`config.mk`:
```
export PLATFORM = sky130hd
export DESIGN_NAME = simon_iter_ctrl
export DESIGN_NICKNAME = d
export VERILOG_FILES = /design/src/rtl/simon_pkg.sv /design/src/rtl/round_llm.sv /design/src/rtl/simon_iter_ctrl.sv
export SDC_FILE = /design/constraint.sdc
export NUM_CORES = 1
export LEC_CHECK = 0
export ABC_AREA = 1
export CAP_MARGIN = 10
export CORE_MARGIN = 2
export CORE_UTILIZATION = 56
export CTS_BUF_LIST = sky130_fd_sc_hd__clkbuf_16
export DETAILED_ROUTE_END_ITERATION = 12
export GPL_TIMING_DRIVEN = 0
export MAX_ROUTING_LAYER = met4
export PLACE_DENSITY = 0.86
export SLEW_MARGIN = 20
export SYNTH_ARGS = -nofsm -noshare
export SYNTH_HDL_FRONTEND = slang
export SYNTH_SLANG_ARGS = --single-unit
```
`constraint.sdc`:
```
create_clock -name clk -period 3.2 [get_ports clk]
set_input_delay 0.64 -clock clk [delete_from_list [all_inputs] [get_ports clk]]
set_output_delay 0.64 -clock clk [all_outputs]
set_load 0.05 [all_outputs]
```
`src/rtl/simon_pkg.sv`:
```
// rtl/simon_pkg.sv - shared widths, FSM states and constants for the Simon 64/128 controller
package simon_pkg;

   localparam int WORD_W  = 32;
   localparam int BLOCK_W = 64;
   localparam int KEY_W   = 128;

   typedef enum logic [1:0] {
      IDLE = 2'd0,
      RUN  = 2'd1,
      DONE = 2'd2
   } state_t;

   // z3 sequence written as the paper string: round i uses Z3[61-i]
   localparam logic [61:0] Z3 = 62'b11011011101011000110010111100000010010001010011100110100001111;

   // ~k ^ 3 folded into k ^ C
   localparam logic [WORD_W-1:0] C = 32'hFFFFFFFC;

   function automatic logic [WORD_W-1:0] ror32(input logic [WORD_W-1:0] v, input int unsigned n);
      return (v >> n) | (v << (WORD_W - n));
   endfunction

endpackage

```
`src/rtl/round_llm.sv`:
```
// rtl/round_llm.sv - one combinational Simon 64 Feistel round
module round_llm
   import simon_pkg::*;
(
   input  logic [BLOCK_W-1:0] x,
   input  logic [WORD_W-1:0]  rk,
   output logic [BLOCK_W-1:0] y
);

   logic [WORD_W-1:0] x_hi;
   logic [WORD_W-1:0] x_lo;
   logic [WORD_W-1:0] f;

   assign x_hi = x[BLOCK_W-1:WORD_W];
   assign x_lo = x[WORD_W-1:0];

   // rotate-right by 31/24/30 are the paper's left rotates by 1/8/2
   assign f = (ror32(x_hi, 31) & ror32(x_hi, 24)) ^ ror32(x_hi, 30);
   assign y = {x_lo ^ f ^ rk, x_hi};

endmodule

```
`src/rtl/simon_iter_ctrl.sv`:
```
// rtl/simon_iter_ctrl.sv - iterative Simon 64/128 encryptor, one round per cycle
// with on-the-fly key expansion and valid/ready block handshakes.
module simon_iter_ctrl
   import simon_pkg::*;
#(
   parameter int NUM_ROUNDS = 44
)(
   input  logic               clk,
   input  logic               rst_n,
   input  logic               in_valid,
   output logic               in_ready,
   input  logic [BLOCK_W-1:0] in_block,
   input  logic [KEY_W-1:0]   in_key,
   output logic               out_valid,
   input  logic               out_ready,
   output logic [BLOCK_W-1:0] out_block,
   output logic               busy
);

   localparam logic [5:0] LAST_ROUND = 6'(NUM_ROUNDS - 1);

   state_t             state;
   logic [5:0]         rnd;
   logic [BLOCK_W-1:0] x;
   logic [WORD_W-1:0]  k [4];
   logic [BLOCK_W-1:0] x_next;
   logic [WORD_W-1:0]  t;
   logic [WORD_W-1:0]  knew;
   logic               z_bit;

   round_llm u_round (
      .x  (x),
      .rk (k[0]),
      .y  (x_next)
   );

   // rnd never exceeds 43, so i mod 62 is simply rnd
   assign z_bit = Z3[6'd61 - rnd];
   assign t     = ror32(k[3], 3) ^ k[1];
   assign knew  = k[0] ^ C ^ t ^ ror32(t, 1) ^ {{(WORD_W-1){1'b0}}, z_bit};

   always_ff @(posedge clk) begin
      if (!rst_n) begin
         state     <= IDLE;
         rnd       <= 6'd0;
         x         <= '0;
         for (int i = 0; i < 4; i++) k[i] <= '0;
         out_block <= '0;
         in_ready  <= 1'b1;
         out_valid <= 1'b0;
         busy      <= 1'b0;
      end else begin
         case (state)
            IDLE: begin
               if (in_valid && in_ready) begin
                  x        <= in_block;
                  k[0]     <= in_key[31:0];
                  k[1]     <= in_key[63:32];
                  k[2]     <= in_key[95:64];
                  k[3]     <= in_key[127:96];
                  rnd      <= 6'd0;
                  state    <= RUN;
                  in_ready <= 1'b0;
                  busy     <= 1'b1;
               end
            end
            RUN: begin
               x    <= x_next;
               k[0] <= k[1];
               k[1] <= k[2];
               k[2] <= k[3];
               k[3] <= knew;
               rnd  <= rnd + 6'd1;
               if (rnd == LAST_ROUND) begin
                  state     <= DONE;
                  out_block <= x_next;
                  out_valid <= 1'b1;
                  busy      <= 1'b0;
               end
            end
            DONE: begin
               if (out_ready) begin
                  state     <= IDLE;
                  out_valid <= 1'b0;
                  in_ready  <= 1'b1;
               end
            end
            default: begin
               state     <= IDLE;
               in_ready  <= 1'b1;
               out_valid <= 1'b0;
               busy      <= 1'b0;
            end
         endcase
      end
   end

endmodule

```
==> results by group <==
Worst setup path
  • Slowest-stage cell, CP: nand2_2
  • CP max FO: 32
  • Reg2reg path depth: 6
  • CP endpoint kind: register
  • Crit path arrival time: 2.82 ns
  • Worst path bufs/invs: 3
  • Reg-to-reg slack, setup: about 0.53 ns
  • Crit start category: input port
  • Critical R2R Capture: k[0][25]$_DFFE_PP_
  • Crit-path leading delay family: simple AND/OR/NAND/NOR gates
  • CP required: around 3.3 ns
  • CP Class: in2reg
  • Worst-path cell chain: clkdlybuf4s50_1 -> nand3_2 -> inv_2 -> nor2_4 -> clkbuf_1 -> nand2_2
  • CP max stage delay: approximately 0.67 ns
  • Worst flop-to-flop path startpoint: state[0]$_SDFFE_PN0P_

Synthesis
  • Yosys top cell by area: edfxtp_1
  • Syn nets: approximately 1.6k
  • Compound-cell area share of the yosys netlist: approximately 14%
  • Synth top area share: approximately 30%
  • Count leader, synth: nand2_1
  • Seq/Total Area, Yosys: 51.6%
  • YS warnings: 0
  • Main combinational cell family by area after synthesis: simple AND/OR/NAND/NOR gates
  • Synth Area in Simple Gates: about 15%
  • Post-Synth Adder-Cell Area: less than 1%
  • Register bit total from synthesis: 267
  • Ys async rst share: 0%
  • Avg Cell Area, Syn: 9.07 um^2
  • Post-synth EDFFs: ~130
  • Synth Cell Area: approximately 0.013 mm^2
  • Count of different cell masters after synthesis: 33
  • Most area-consuming cells after synthesis: edfxtp_1 (30%), dfxtp_1 (22%), xor2_1 (11%)
  • Top_reg_cell synth: dfxtp_1
  • Xor and xnor fraction of the mapped netlist area: 13.0%
  • Syn Inst Count: ~1.4k
  • Mux cell area share after synthesis: 0%
  • Synth top cells by count: nand2_1 (283), xor2_1 (160), o21ai_0 (155), dfxtp_1 (139), edfxtp_1 (128)

Power and ir drop
  • Part of the power in the clock network: 28.8%
  • VDD IR max: 0.000381 V
  • P_sw: 3.56 mW
  • Internal power: ~7.0 mW
  • Register share of total power: approximately 44%
  • Tot Pwr: ~11 mW
  • Leakage power: just under 7 nW
  • Switch share: 33.7%
  • Pwr/cell area: around 630 mW/mm^2
  • Comb pwr share: between 20 and 30%

Routing
  • Pre-Repair DR Iteration Count: 7
  • WL final: approximately 41000 um
  • Routed WL per cell: about 20 um
  • Routed Antenna Nets: 0
  • Via count: ~12k
  • Drt drc: 0
  • Via density: 5.73
  • DR iter-0 viols: 1177

Clock tree
  • Clk buf depth: 3
  • CTS H-tree depth: 1
  • Sink Count: ~270
  • Clock tree from TritonCTS: built
  • Post-CTS sizing: 0
  • Latest clock arrival within the worst-skew pair: approximately 0.54 ns
  • Reg clk slew, reported paths: around 0.060 ns
  • TritonCTS Buffers: 27
  • Root Buffer Master: clkbuf_16
  • # hold bufs at CTS: 0
  • Post CTS Setup Buffer Count: 0

Min path
  • Hold WC Path Type: reg2reg
  • Endpoint, Worst Hold: out_valid$_SDFFE_PN0P_
  • Hold Crit Depth: 2
  • Hold Crit Start: out_valid$_SDFFE_PN0P_

Final layout
  • Area growth syn-to-layout: 30.0%
  • Post-Route Utilization: ~74%
  • Layout Nets: between 1.5k and 2k
  • Diode count: 0
  • Layout cell share with drive strength beyond 1: approximately 5.6%
  • Fill count: around 1.7k

Timing
  • Rel. slew slack: 25.5%
  • # setup viols final: 0
  • Maximum clock frequency: around 370 MHz
  • Period minus WS final: roughly 2.7 ns
  • Slew @ Worst Pin: around 1.1 ns
  • Share of the clock period used by the worst path: 85.4%
  • RSZ-0062 raised after global routing: no
  • Clock skew: slightly above 0.009 ns
  • Final hold vios: 0
  • Final Slew Violations: 0

Die
  • Die Ht: around 160 um
  • Die Area: 0.0241 mm^2
  • Io pins: roughly 260
  • Die width: between 150 and 200 um
  • Core area: about 0.023 mm^2
  • Initial core utilization: a little under three fifths
  • Row count: 55

Global routing
  • First-pass GRT wire length: between 60000 and 70000 um
  • Vias in the first global route: ~11k
  • Antenna violations before repair: 0
  • GRT Total Usage: 34.9%
  • Largest net degree at the start of global routing: 42
  • Grt ovf: 0

Flow run
  • Max-Cap Viols: 0

Placed design
  • GPL Wtd Cong: around 0.94
  • Buffers on Ports: approximately 260
  • Dpl hpwl: ~32000 um

Outcome
  • Status: finished, final reports clean
==> power groups by stage <==
stage	Clock (mW)	Sequential (mW)	Combinational, mW
after global placement	0	4.64	2.78
final	3.05	4.60	2.92
after global routing	3.19	4.63	3.18
after CTS	3.05	4.58	2.89
after detailed placement	0	4.65	2.86
after floorplan	0	4.68	1.76
==> per-stage QoR <==
step / worst slack (ns) / setup TNS (ns) / hold slack [ns] / cell area [um^2] / cells
after floorplan: 0.805 / 0 / 0.473 / 12800 / 1416
after global placement: -0.521 / -47.50 / 0.464 / 15800 / 1962
after detailed placement: -0.0655 / -2.06 / 0.466 / 15900 / 1964
after CTS: 0.505 / 0 / 0.474 / 16700 / 2013
after global routing: 0.351 / 0 / 0.491 / 16700 / 2013
final: 0.468 / 0 / 0.473 / 16700 / 2013
==> cell families after synthesis <==
| kind of cell | Yosys count |
|---|---|
| AND/OR/NAND/NOR | 469 |
| adder cells (fa/ha/maj) | 7 |
| XOR/XNOR | 191 |
| buffers and inverters | 173 |
| AO/OA/AOI/OAI | 309 |
| flip-flops | 267 |
==> area by class of cell <==
type	instances	area, um^2	share of cell area, %
repair buffers	263	2660	15.9
inverters	91	344	2.06
clock buffers	29	726	4.35
multi-input cells	976	5500	33.0
plain buffers	82	373	2.23
well taps	285	357	2.14
clock inverters	20	106	0.637
flip-flops and latches	267	6630	39.7
==> cells in the final DEF (no fill, tap or decap), types with 3 or more instances in the layout <==
cell             count
xnor2_1             31
buf_2               34
nand2_1            280
o21ai_1             14
ha_1                 7
inv_2               10
o21ai_0            155
inv_1               91
o22ai_1             33
clkinv_2             4
clkdlybuf4s50_1    261
a22o_1              59
dfxtp_1            139
clkinv_1             4
a21oi_1             41
clkbuf_16           29
nand2_2              4
edfxtp_1           128
xor2_1             160
nor2_4               3
nor2_1             102
clkbuf_1            38
nand3_1             75
buf_1                6
==> sequential cells by signal, summed over array words and instances, names as in the netlist <==
| register | count |
|---|---|
| out_block | 64 |
| k | 128 |
| x | 64 |
| state | 2 |
| in_ready | 1 |
| out_valid | 1 |
| busy | 1 |
| rnd | 6 |
==> layer usage <==
metal  share of wire, %  routed length (um)  GRT usage (%)  vias up
met5                  0                   0              -        -
met3                9.7                4020           4.35       91
li1                   -                   -              -     5333
met1                 40               16600           45.4     5441
met2                 47               19700           57.9      667
met4                2.8                1180           9.79        0
==> worst max path at each step <==
stage / start / end / depth (start not counted)
finish: in_valid / k[0][25]$_DFFE_PP_ / 6
global route: in_valid / k[0][5]$_DFFE_PP_ / 6
CTS: in_valid / k[0][18]$_DFFE_PP_ / 6
floorplan: in_ready$_SDFFE_PN1P_ / k[0][0]$_DFFE_PP_ / 5
global placement: in_valid / k[2][11]$_DFFE_PP_ / 6
detailed placement: in_valid / k[0][9]$_DFFE_PP_ / 6
==> worst register-to-register path, delay by kind of cell, from the launching register on <==
kind	cells	cell delay, ns
buffers and inverters	2	0.64
and+or+nand+nor	4	1.19
DFF	1	0.39
No activity file was read; power rests on OpenSTA's default activity.
